### src/rtl/direction_scheduler_pkg.sv
// Shared encodings for the direction scheduler: move directions, PS/2 scancodes,
// parser states and small helpers on the 4-bit request vector {up, down, left, right}.
package direction_scheduler_pkg;

    typedef enum logic [1:0] {
        DIR_UP    = 2'b00,
        DIR_DOWN  = 2'b01,
        DIR_LEFT  = 2'b10,
        DIR_RIGHT = 2'b11
    } dir_t;

    typedef enum logic [1:0] {
        PS_IDLE    = 2'd0,
        PS_EXT     = 2'd1,
        PS_BRK     = 2'd2,
        PS_EXT_BRK = 2'd3
    } parse_state_t;

    localparam logic [7:0] SC_EXT   = 8'hE0;
    localparam logic [7:0] SC_BRK   = 8'hF0;
    localparam logic [7:0] SC_UP    = 8'h75;
    localparam logic [7:0] SC_DOWN  = 8'h72;
    localparam logic [7:0] SC_LEFT  = 8'h6B;
    localparam logic [7:0] SC_RIGHT = 8'h74;

    // One-hot request bit for an extended arrow scancode, zero for anything else.
    function automatic logic [3:0] key_mask(input logic [7:0] code);
        case (code)
            SC_UP:    key_mask = 4'b1000;
            SC_DOWN:  key_mask = 4'b0100;
            SC_LEFT:  key_mask = 4'b0010;
            SC_RIGHT: key_mask = 4'b0001;
            default:  key_mask = 4'b0000;
        endcase
    endfunction

    function automatic logic [3:0] cancel_opposing(input logic [3:0] req);
        logic [3:0] res;
        res = req;
        if (req[3] && req[2]) res[3:2] = 2'b00;
        if (req[1] && req[0]) res[1:0] = 2'b00;
        return res;
    endfunction

    function automatic dir_t select_dir(input logic [3:0] req);
        if (req[3])      return DIR_UP;
        else if (req[2]) return DIR_DOWN;
        else if (req[1]) return DIR_LEFT;
        else             return DIR_RIGHT;
    endfunction

endpackage

### src/rtl/direction_scheduler_switch_debouncer.sv
// One switch bit: two-flop synchroniser followed by a stability counter; the
// debounced level toggles only after the synced level has differed long enough.
module direction_scheduler_switch_debouncer #(
    parameter int DEBOUNCE_CYCLES = 500000,
    parameter int CNT_W           = 22
) (
    input  logic clock,
    input  logic reset,
    input  logic raw,
    output logic level
);

    localparam logic [CNT_W-1:0] CNT_LAST = CNT_W'(DEBOUNCE_CYCLES - 1);

    logic             sync1_reg;
    logic             sync2_reg;
    logic             level_reg;
    logic [CNT_W-1:0] cnt_reg;

    always_ff @(posedge clock) begin
        if (reset) begin
            sync1_reg <= 1'b0;
            sync2_reg <= 1'b0;
            level_reg <= 1'b0;
            cnt_reg   <= '0;
        end else begin
            sync1_reg <= raw;
            sync2_reg <= sync1_reg;
            if (sync2_reg != level_reg) begin
                if (cnt_reg == CNT_LAST) begin
                    level_reg <= ~level_reg;
                    cnt_reg   <= '0;
                end else begin
                    cnt_reg <= cnt_reg + 1'b1;
                end
            end else begin
                cnt_reg <= '0;
            end
        end
    end

    assign level = level_reg;

endmodule

### src/rtl/direction_scheduler.sv
// Turns arrow-key scancodes and debounced push-switches into one move command at a
// time: immediately on first press, then at a fixed repeat rate while held.
module direction_scheduler
    import direction_scheduler_pkg::*;
#(
    parameter int DEBOUNCE_CYCLES = 500000,
    parameter int REPEAT_CYCLES   = 2500000,
    parameter int CNT_W           = 22
) (
    input  logic       clock,
    input  logic       reset,
    input  logic       ps2_key_pressed,
    input  logic [7:0] ps2_key_data,
    input  logic [3:0] sw_n,
    input  logic       move_ack,
    output logic       move_valid,
    output logic [1:0] move_dir,
    output logic       move_src,
    output logic [3:0] held
);

    localparam logic [CNT_W-1:0] REPEAT_LAST = CNT_W'(REPEAT_CYCLES - 1);

    logic [3:0] sw_level;

    generate
        for (genvar gi = 0; gi < 4; gi++) begin : g_sw
            direction_scheduler_switch_debouncer #(
                .DEBOUNCE_CYCLES (DEBOUNCE_CYCLES),
                .CNT_W           (CNT_W)
            ) u_debouncer (
                .clock (clock),
                .reset (reset),
                .raw   (~sw_n[gi]),
                .level (sw_level[gi])
            );
        end
    endgenerate

    parse_state_t state_reg, state_next;
    logic [3:0]   kbd_reg, kbd_next;

    always_comb begin
        state_next = state_reg;
        kbd_next   = kbd_reg;
        if (ps2_key_pressed) begin
            state_next = PS_IDLE;
            case (state_reg)
                PS_IDLE: begin
                    if (ps2_key_data == SC_EXT)      state_next = PS_EXT;
                    else if (ps2_key_data == SC_BRK) state_next = PS_BRK;
                end
                PS_EXT: begin
                    if (ps2_key_data == SC_BRK) state_next = PS_EXT_BRK;
                    else                        kbd_next   = kbd_reg | key_mask(ps2_key_data);
                end
                PS_EXT_BRK: kbd_next = kbd_reg & ~key_mask(ps2_key_data);
                default:    state_next = PS_IDLE;
            endcase
        end
    end

    logic       kbd_active;
    logic [3:0] req;
    logic [3:0] held_next;

    // Any held arrow key overrides the switches, even if the keys cancel each other.
    assign kbd_active = |kbd_reg;
    assign req        = kbd_active ? kbd_reg : sw_level;
    assign held_next  = cancel_opposing(req);

    logic [3:0]       held_reg;
    logic [CNT_W-1:0] timer_reg, timer_next;
    logic             issue;

    // The timer sits at zero whenever nothing is held, so a fresh press fires at once.
    always_comb begin
        timer_next = '0;
        issue      = 1'b0;
        if (held_next != 4'b0000) begin
            if (timer_reg == '0) begin
                issue      = 1'b1;
                timer_next = REPEAT_LAST;
            end else begin
                timer_next = timer_reg - 1'b1;
            end
        end
    end

    logic valid_reg;
    dir_t dir_reg;
    logic src_reg;

    always_ff @(posedge clock) begin
        if (reset) begin
            state_reg <= PS_IDLE;
            kbd_reg   <= 4'b0000;
            held_reg  <= 4'b0000;
            timer_reg <= '0;
            valid_reg <= 1'b0;
            dir_reg   <= DIR_UP;
            src_reg   <= 1'b0;
        end else begin
            state_reg <= state_next;
            kbd_reg   <= kbd_next;
            held_reg  <= held_next;
            timer_reg <= timer_next;
            if (valid_reg) begin
                if (move_ack) valid_reg <= 1'b0;
            end else if (issue) begin
                valid_reg <= 1'b1;
                dir_reg   <= select_dir(held_next);
                src_reg   <= kbd_active;
            end
        end
    end

    assign move_valid = valid_reg;
    assign move_dir   = dir_reg;
    assign move_src   = src_reg;
    assign held       = held_reg;

endmodule

### config.mk
export PLATFORM = sky130hd
export DESIGN_NAME = direction_scheduler
export DESIGN_NICKNAME = d
export VERILOG_FILES = /design/src/rtl/direction_scheduler_pkg.sv /design/src/rtl/direction_scheduler_switch_debouncer.sv /design/src/rtl/direction_scheduler.sv
export SDC_FILE = /design/constraint.sdc
export NUM_CORES = 1
export LEC_CHECK = 0
export ABC_AREA = 1
export CAP_MARGIN = 0
export CORE_MARGIN = 10
export CORE_UTILIZATION = 62
export CTS_CLUSTER_DIAMETER = 150
export DETAILED_ROUTE_END_ITERATION = 6
export PLACE_DENSITY = 0.9
export SLEW_MARGIN = 20
export SYNTH_ARGS = -nofsm -noshare
export SYNTH_HDL_FRONTEND = slang
export SYNTH_SLANG_ARGS = --single-unit
export TNS_END_PERCENT = 10
### constraint.sdc
create_clock -name clock -period 2.4 [get_ports clock]
set_clock_uncertainty 0.2 [all_clocks]
set_input_delay 0.6 -clock clock [delete_from_list [all_inputs] [get_ports clock]]
set_output_delay 0.6 -clock clock [all_outputs]
set_load 0.02 [all_outputs]
# After elaboration in Yosys (flattened, before gate mapping)
# Index checks and enable logic that the tools add are counted.
word_totals:
  regBits: 136
  output_inout_bits: 8
  word_cells: 106
classes:
  n_addsub: 5
  n_eq_ne: 17
  mux: 24
  bitwise_logic: 17
  reduce_logical: 19
op_table:
  columns: ["op", "n"]
  rows:
  - ["$add A22 B1 Y22 const B", 4]
  - ["$eq A22 B19 Y1 const B", 4]
  - ["$eq A8 B7 Y1 const B", 4]
  - ["$mux W4", 7]
  - ["$logic_not A22 Y1", 1]
  - ["$mux W22", 1]
  - ["$sub A22 B1 Y22 const B", 1]
  - ["$eq A8 B8 Y1 const B", 2]
  - ["$pmux W4 S4", 1]
  - ["$reduce_or A3 Y1", 5]
  - ["$mux W2", 7]
  - ["$not A1 Y1", 14]
  - ["$reduce_and A2 Y1", 5]
  - ["$pmux W4 S2", 1]
  - ["$mux W1", 6]
  - ["$and A4 B4 Y4", 1]
  - ["$ne A1 B1 Y1", 4]
  - ["$not A4 Y4", 1]
  - ["$or A4 B4 Y4", 1]
  - ["$pmux W2 S2", 1]
  - ["$reduce_bool A4 Y1", 1]
  - ["$reduce_or A4 Y1", 1]
  - ["$reduce_and A3 Y1", 1]
  - ["$eq A2 B1 Y1 const B", 1]
  - ["other kinds (6)", 7]

# Depth between registers and ports, before layout
# Gate-level depths: netlist of the first run.
logic_depth:
  depth_word: 8
  ltp_mapped: 12
  depth_no_buf: 12

# By module
# From an unflattened synthesis of the first run, not the netlist that was laid out.
unflattened:
  cells_unflattened: 1031
  hier_area_um2: 7158.1
by_module_without_submodules:
  columns: ["mod", "instances", "cells_each", "area_per_inst_um2"]
  rows:
  - ["direction_scheduler_switch_debouncer", 4, 185, 1277.5]
  - ["direction_scheduler", 1, 291, 2048.2]

# Worst setup path after synthesis of the first run
# Ideal clock, no wire load.
synth_timing:
  path_type: "register -> register"
  startpoint: "reg (tool-made name)"
  endpoint: "reg timer_reg[20]"
  setup_time_ns: 0.118
  t_arrival_ns: 1.676
  setup_slack_ns: 0.406
  path_stages_with_launch: 13
  n_path_buf: 0
  cell_sequence: "dfxtp_1 -> nor2_1 -> nand2_1 -> o21ai_0 -> inv_1 -> ha_1 -> nand2_1 -> nand2_1 -> inv_1 -> nand2_4 -> inv_1 -> nand2_1 -> nor2_1"
synth_rtl:
  columns: ["element", "line_no", "text"]
  rows:
  - ["end signal, assigned", "direction_scheduler.sv:107", "timer_reg <= timer_next;"]
  - ["end, declared", "direction_scheduler.sv:73", "logic [CNT_W-1:0] timer_reg, timer_next;"]

# Final worst setup path of the first run
layout_timing:
  startpoint: "reg valid_reg, in the netlist move_valid"
  endpoint: "out move_valid"
layout_rtl:
  columns: ["element", "line_no", "text"]
  rows:
  - ["start, declared", "direction_scheduler.sv:90", "logic valid_reg;"]
  - ["start signal, assigned", "direction_scheduler.sv:100", "valid_reg <= 1'b0;"]
  - ["start signal, assigned", "direction_scheduler.sv:109", "if (move_ack) valid_reg <= 1'b0;"]
  - ["start signal, assigned", "direction_scheduler.sv:111", "valid_reg <= 1'b1;"]
  - ["end, declared", "direction_scheduler.sv:16", "output logic move_valid,"]
# No word-level cell between the ends.

==> results.tsv, run 1 <==
metric	value	unit
clock-sinks	136	
coreArea	11000	µm²
critPathLaunchType	register	
period_minus_slack	2240	ps
cts_setup_buffers	0	
fin_cells	1217	
cts_hold_buf	0	
rsz0062_at_grt	no	
fin_setup_tns	0	ps
cp_slowest_cell	clkdlybuf4s50_1	
viasPerCell	5.28	
wirelength	15.0	mm
placed_cell_area	7440	µm²
antenna_found_initial	0	
synth_cell_type_count	38	
finalHoldViolCount	0	
syn_area	7080	µm²
largest_reg_flops	88	
clockBufferDepth	2	
fmax	447	MHz
grt_overflow	0	
pin_count	24	
dp.cells	1185	
syn_inst	1027	
crit_family	buffers and inverters	
tightestPinTransition	469	ps
synthFlopType	dfxtp_1	
num_vias	6430	
drtIter0Drc	582	
drcViolationCount	0	
cts_buffers	17	
post-route-period-util	93.2	%
grt_max_degree	23	
leakagePower	3.01	nW
clk_latency	420	ps
status	finished, final reports clean	
slowest_delay	650	ps
async_reset_ff_share	0	%
grt_pass1_vias	5982	
critPathArrivalTime	1440	ps
power.internal	3.96	mW
antenna_left	0	
start_util	64.2	%
synth_fp_nets	1052	
finish.instance_area	8040	µm²
die_w	127	µm
yosys_warnings	0	
numPortBuffers	23	
die_h	127	µm
setup_violations	0	
crit_type	reg2out	
crit_chain	clkdlybuf4s50_1	
grt_pass1_wl	25.8	mm
total_power	4.98	mW
swShare	20.5	%
ys_seq_area_share	38.4	%
p_comb_share	1.8	%
hold_path_class	reg2reg	
end_kind	output pin	
powerDensity	620	nW/µm²
synth-edff-count	0	
synthToLayoutAreaGrowth	13.5	%
vdd_drop_max	0.518	mV
path_clk_slew	60	ps
h-tree-depth	4	
root_buffer	clkbuf_16	
seqPwrFrac	45.7	%
synth_seq_cells	136	
fin_nets	1089	
power_frac_clock	52.6	%
relSlewSlack	68.6	%
track_usage	18.8	%
finalMaxSlewViolations	0	
cts_resized	0	
power_switching	1.02	mW
hpwlAfterDp	10.7	mm
maxCapViolCount	0	
place.gp.congestion	0.893	
cts_tree	done	
cp_max_fo	3	
fill_cells	826	
first_pass_iters	5	
num_rows	38	
routedWlPerCell	12.3	µm
synth_area_per_cell	6.90	µm²
drive_above_1_share	10.7	%
required	1600	ps
antenna_cells	0	
dieArea	16100	µm²
critPathBufInv	1	
==> power groups by stage <==
stage / logic, mW / registers (mW) / clock network, mW
floorplan: 0.0497 / 2.32 / 0
global placement: 0.0859 / 2.32 / 0
detailed placement: 0.0883 / 2.32 / 0
CTS: 0.0889 / 2.27 / 2.65
global route: 0.0980 / 2.27 / 2.75
finish: 0.0886 / 2.27 / 2.62
==> per-stage QoR <==
stage	hold WS, ps	setup slack, ps	utilization [%]
finish	204	163	72.9
global route	220	7.83	72.9
CTS	206	141	72.9
detailed placement	199	89.6	67.5
global placement	189	156	67.5
floorplan	188	406	-
==> area by class of cell <==
class                   instances  area, µm²  share of cell area (%)
clock buffers                  19        443                    5.51
well taps                     140        175                    2.18
clock inverters                13        154                    1.91
multi-input cells             742       3750                    46.7
repair buffers                 29        275                    3.42
inverters                     138        518                    6.44
flip-flops and latches        136       2720                    33.9
==> path summary, 6_finish.rpt <==
kind / start / to / depth (start not counted) / slack [ps]
setup / recovery: move_valid / move_valid / 1 / 160
setup reg to reg: register / timer_reg[20] / 12 / 320
hold / removal: g_sw[2].u_debouncer.sync1_reg / g_sw[2].u_debouncer.sync2_reg / 2 / 200
hold reg to reg: g_sw[2].u_debouncer.sync1_reg / g_sw[2].u_debouncer.sync2_reg / 2 / 200
==> cells in the mapped netlist (2+ instances only) <==
library cell / instances / area, µm²
a21oi_1: 59 / 295
a31oi_1: 2 / 12.5
buf_4: 2 / 15.0
buf_6: 6 / 67.6
clkbuf_1: 2 / 7.51
dfxtp_1: 136 / 2720
ha_1: 9 / 113
inv_1: 134 / 503
inv_2: 4 / 15.0
nand2_1: 219 / 822
nand2_2: 14 / 87.6
nand2_4: 2 / 22.5
nand3_1: 62 / 310
nand3_2: 8 / 80.1
nand3b_1: 6 / 45.0
nand4_1: 41 / 257
nor2_1: 193 / 724
nor2_2: 15 / 93.8
nor2_4: 9 / 101
nor3_1: 22 / 110
nor3_2: 11 / 110
nor3b_1: 3 / 22.5
o211ai_1: 2 / 15.0
o21ai_0: 14 / 70.1
or2_0: 3 / 18.8
or2_2: 7 / 43.8
xnor2_1: 9 / 78.8
xor2_1: 23 / 201
==> cells in the final DEF (no fill, tap or decap), types with 22 or more instances in the layout <==
cell / netlist / layout
a21oi_1: 59 / 59
clkdlybuf4s50_1: 0 / 23
dfxtp_1: 136 / 136
inv_1: 134 / 134
nand2_1: 219 / 219
nand3_1: 62 / 62
nand4_1: 41 / 41
nor2_1: 193 / 193
nor3_1: 22 / 22
xor2_1: 23 / 23
==> metal layers <==
layer | global-route usage, % | up-vias | wire length, µm
li1 | - | 3347 | -
met1 | 22.7 | 2887 | 6740
met2 | 30.9 | 171 | 7070
met3 | 5.04 | 25 | 815
met4 | 7.97 | 0 | 326
met5 | 0 | - | 0
==> logic make-up after synthesis <==
kind of cell | after synthesis | synth area share, %
flip-flops | 136 | 38.4
buffers and inverters | 149 | 8.64
AO/OA/AOI/OAI | 80 | 5.90
adder cells (fa/ha/maj) | 9 | 1.59
XOR/XNOR | 32 | 3.96
AND/OR/NAND/NOR | 621 | 41.5
Power figures use the tool's default switching activity.
==> run 2, diff against run 1 <==
- CELL_PAD_IN_SITES_DETAIL_PLACEMENT: default -> 0
- CELL_PAD_IN_SITES_GLOBAL_PLACEMENT: default -> 2
- CORE_UTILIZATION: 62 -> 35
- PLACE_DENSITY: 0.9 -> 0.88
- clock period: 2.4 -> 2.3 ns (I/O delays scaled with it)
==> results.tsv, run 2 (synthesized netlist as in run 1, its figures left out) <==
metric	value	unit
die_w	162	µm
vdd_drop_max	0.428	mV
slowest_delay	620	ps
post-route-period-util	94.9	%
num_rows	51	
clockBufferDepth	2	
critPathBufInv	1	
crit_chain	clkdlybuf4s50_1	
dieArea	26300	µm²
maxCapViolCount	0	
wirelength	16.2	mm
rsz0062_at_grt	no	
numPortBuffers	23	
total_power	5.04	mW
finalHoldViolCount	0	
hold_path_class	reg2reg	
fin_cells	1350	
placed_cell_area	7670	µm²
grt_max_degree	23	
track_usage	13.0	%
synthToLayoutAreaGrowth	16.1	%
dp.cells	1318	
relSlewSlack	69.2	%
start_util	35.9	%
swShare	22.2	%
viasPerCell	4.56	
finalMaxSlewViolations	0	
antenna_found_initial	0	
grt_overflow	0	
reg2regPathDepth	12	
drcViolationCount	0	
cts_tree	done	
clk_latency	420	ps
mostFrequentLayoutCells	nand2_1, nor2_1, dfxtp_1	
num_vias	6154	
hold-path-cell-count	2	
critPathLaunchType	register	
layout_commonest_cell	nand2_1	
fin_nets	1097	
die_h	162	µm
power_switching	1.12	mW
grt_pass1_wl	28.4	mm
period_minus_slack	2180	ps
end_kind	output pin	
required	1520	ps
multiInputGateArea	3750	µm²
power_frac_clock	51.0	%
grt_pass1_vias	6011	
critPathArrivalTime	1410	ps
crit_type	reg2out	
pin_count	24	
drive_above_1_share	11.2	%
h-tree-depth	4	
cts_setup_buffers	0	
power.internal	3.92	mW
status	finished, final reports clean	
routedWlPerCell	12.0	µm
coreArea	19700	µm²
antenna_cells	0	
powerDensity	613	nW/µm²
cp_max_fo	3	
layout.area.seq	2720	µm²
p_comb_share	1.9	%
path_depth	1	
tightestPinTransition	460	ps
first_pass_iters	4	
seqPwrFrac	47.1	%
path_clk_slew	60	ps
root_buffer	clkbuf_16	
largest_reg_flops	88	
fmax	458	MHz
cts_hold_buf	0	
cp_slowest_cell	clkdlybuf4s50_1	
finish.instance_area	8220	µm²
setup_violations	0	
cts_buffers	17	
hpwlAfterDp	12.3	mm
fill_cells	2085	
clock-sinks	136	
crit_family	buffers and inverters	
place.gp.congestion	0.786	
antenna_left	0	
leakagePower	3.01	nW
cts_resized	0	
fin_setup_tns	0	ps
drtIter0Drc	207	
## run 2: power by group through the flow
stage | clock network, mW | registers [mW] | logic (mW)
after floorplan | 0 | 2.42 | 0.0519
after global placement | 0 | 2.42 | 0.100
after detailed placement | 0 | 2.42 | 0.0994
after CTS | 2.65 | 2.37 | 0.0999
after global routing | 2.76 | 2.37 | 0.110
final | 2.57 | 2.37 | 0.0975
## run 2: layer usage
metal | routed length (µm) | vias up | global-route usage [%]
met3 | 442 | 12 | 3.08
met4 | 146 | 0 | 3.89
li1 | - | 3361 | -
met1 | 8140 | 2714 | 16.6
met5 | 0 | - | 0
met2 | 7500 | 67 | 21.2
## run 2: layout make-up
class	instances	area share (%)
Multi-Input combinational cell	742	45.6
Sequential cell	136	33.1
Inverter	138	6.30
Clock buffer	21	5.48
Timing Repair Buffer	37	4.23
Tap cell	265	4.03
Clock inverter	11	1.23
## run 2: worst paths after layout
path | to | slack (ps) | startpoint
setup / recovery | move_valid | 120 | move_valid
hold / removal | g_sw[3].u_debouncer.sync2_reg | 200 | g_sw[3].u_debouncer.sync1_reg
setup reg to reg | timer_reg[20] | 290 | register
hold reg to reg | g_sw[3].u_debouncer.sync2_reg | 200 | g_sw[3].u_debouncer.sync1_reg
## run 2: through the flow
stage / worst slack [ps] / hold slack (ps) / utilization [%]
global placement: 16.0 / 190 / 38.9
global route: 17.1 / 210 / 41.7
CTS: 65.7 / 206 / 41.7
floorplan: 306 / 188 / -
detailed placement: -46.2 / 196 / 38.9
finish: 118 / 200 / 41.7
==> run 3, diff against run 2 <==
- RECOVER_POWER: default -> 25
==> results.tsv, run 3 (synthesized netlist as in run 1, its figures left out) <==
metric	value	unit
status	finished, final reports clean	
mostFrequentLayoutCells	nand2_1, nor2_1, dfxtp_1	
fmax	458	MHz
cts_hold_buf	0	
numPortBuffers	23	
h-tree-depth	4	
viasPerCell	4.56	
wirelength	16.3	mm
start_util	35.9	%
swShare	22.3	%
preCtsSetupSlack	-46.2	ps
grt_pass1_wl	28.4	mm
grt_overflow	0	
clock-sinks	136	
clk_latency	420	ps
path_clk_slew	60	ps
cp_slowest_cell	clkdlybuf4s50_1	
rsz0062_at_grt	no	
dieArea	26300	µm²
powerDensity	616	nW/µm²
finalHoldViolCount	0	
p_comb_share	1.8	%
end_kind	output pin	
finalMaxSlewViolations	0	
track_usage	13.0	%
antenna_left	0	
drtIter0Drc	206	
fin_nets	1097	
layout_commonest_cell	nand2_1	
crit_type	reg2out	
relSlewSlack	61.7	%
critPathBufInv	1	
die_h	162	µm
period_minus_slack	2190	ps
cts_tree	done	
antenna_found_initial	0	
post-route-period-util	95.0	%
grt_pass1_vias	6011	
setup_violations	0	
routedWlPerCell	12.0	µm
seqPwrFrac	47.0	%
slowest_delay	620	ps
crit_chain	clkdlybuf4s50_1	
vdd_drop_max	0.435	mV
fin_setup_tns	0	ps
coreArea	19700	µm²
worst_slack	115	ps
num_vias	6151	
maxCapViolCount	0	
leakagePower	2.99	nW
tightestPinTransition	575	ps
required	1520	ps
cp_max_fo	3	
power.internal	3.92	mW
critPathArrivalTime	1410	ps
drcViolationCount	0	
critPathLaunchType	register	
crit_family	buffers and inverters	
hold_path_class	reg2reg	
first_pass_iters	4	
pin_count	24	
power_frac_clock	51.1	%
cts_buffers	17	
num_rows	51	
power_switching	1.12	mW
root_buffer	clkbuf_16	
drive_above_1_share	10.7	%
synthToLayoutAreaGrowth	15.5	%
grt_max_degree	23	
die_w	162	µm
place.gp.congestion	0.786	
clockBufferDepth	2	
largest_reg_flops	88	
antenna_cells	0	
hpwlAfterDp	12.3	mm
## run 3: cell count changes in the layout (fill, tap and decap cells not counted)
cell,previous run,this run
clkbuf_4,0,1
nand3_1,62,65
buf_4,13,10
buf_12,1,0
nand3_2,8,5
clkbuf_1,3,6
clkdlybuf4s50_1,23,21
dlygate4sd3_1,0,2
## run 3: final timing paths
| path | start | end | slack [ps] | cells past startpoint |
|---|---|---|---|---|
| worst max register to register | register | timer_reg[20] | 290 | 12 |
| worst min-delay path | g_sw[3].u_debouncer.sync1_reg | g_sw[3].u_debouncer.sync2_reg | 200 | 2 |
| worst min register to register | g_sw[3].u_debouncer.sync1_reg | g_sw[3].u_debouncer.sync2_reg | 200 | 2 |
| worst max-delay path | move_valid | move_valid | 110 | 1 |
## run 3: layout make-up
class | instances | area, µm²
Fill cell | 2092 | 11500
Clock inverter | 11 | 101
Multi-Input combinational cell | 742 | 3740
Inverter | 138 | 518
Clock buffer | 21 | 450
Sequential cell | 136 | 2720
Tap cell | 265 | 332
Timing Repair Buffer | 37 | 324
## run 3: per-stage QoR
| step | cell area [µm²] | utilization, % | std cells | total power [mW] | hold WS [ps] |
|---|---|---|---|---|---|
| floorplan | 7080 | - | 1027 | 2.47 | 188 |
| global placement | 7670 | 38.9 | 1318 | 2.52 | 190 |
| detailed placement | 7670 | 38.9 | 1318 | 2.52 | 196 |
| CTS | 8220 | 41.7 | 1350 | 5.13 | 206 |
| global route | 8190 | 41.5 | 1350 | 5.23 | 210 |
| finish | 8190 | 41.5 | 1350 | 5.04 | 200 |
## run 3: what timing repair did
action,4_1_cts,5_1_grt
gates resized for setup,0,3
setup endpoints to repair,0,23
buffers inserted,0,0
## run 3: power groups by stage
| stage | registers [mW] | clock network [mW] | logic, mW |
|---|---|---|---|
| after global routing | 2.37 | 2.76 | 0.105 |
| after floorplan | 2.42 | 0 | 0.0519 |
| after detailed placement | 2.42 | 0 | 0.0994 |
| after CTS | 2.37 | 2.65 | 0.0999 |
| final | 2.37 | 2.58 | 0.0932 |
| after global placement | 2.42 | 0 | 0.100 |
## run 3: per-layer routing
metal  vias to the layer above  wire length (µm)  track usage, %
met3                        14               488            3.08
met5                         -                 0               0
met2                        69              7480            21.2
met1                      2710              8120            16.6
met4                         0               172            3.89
li1                       3358                 -               -
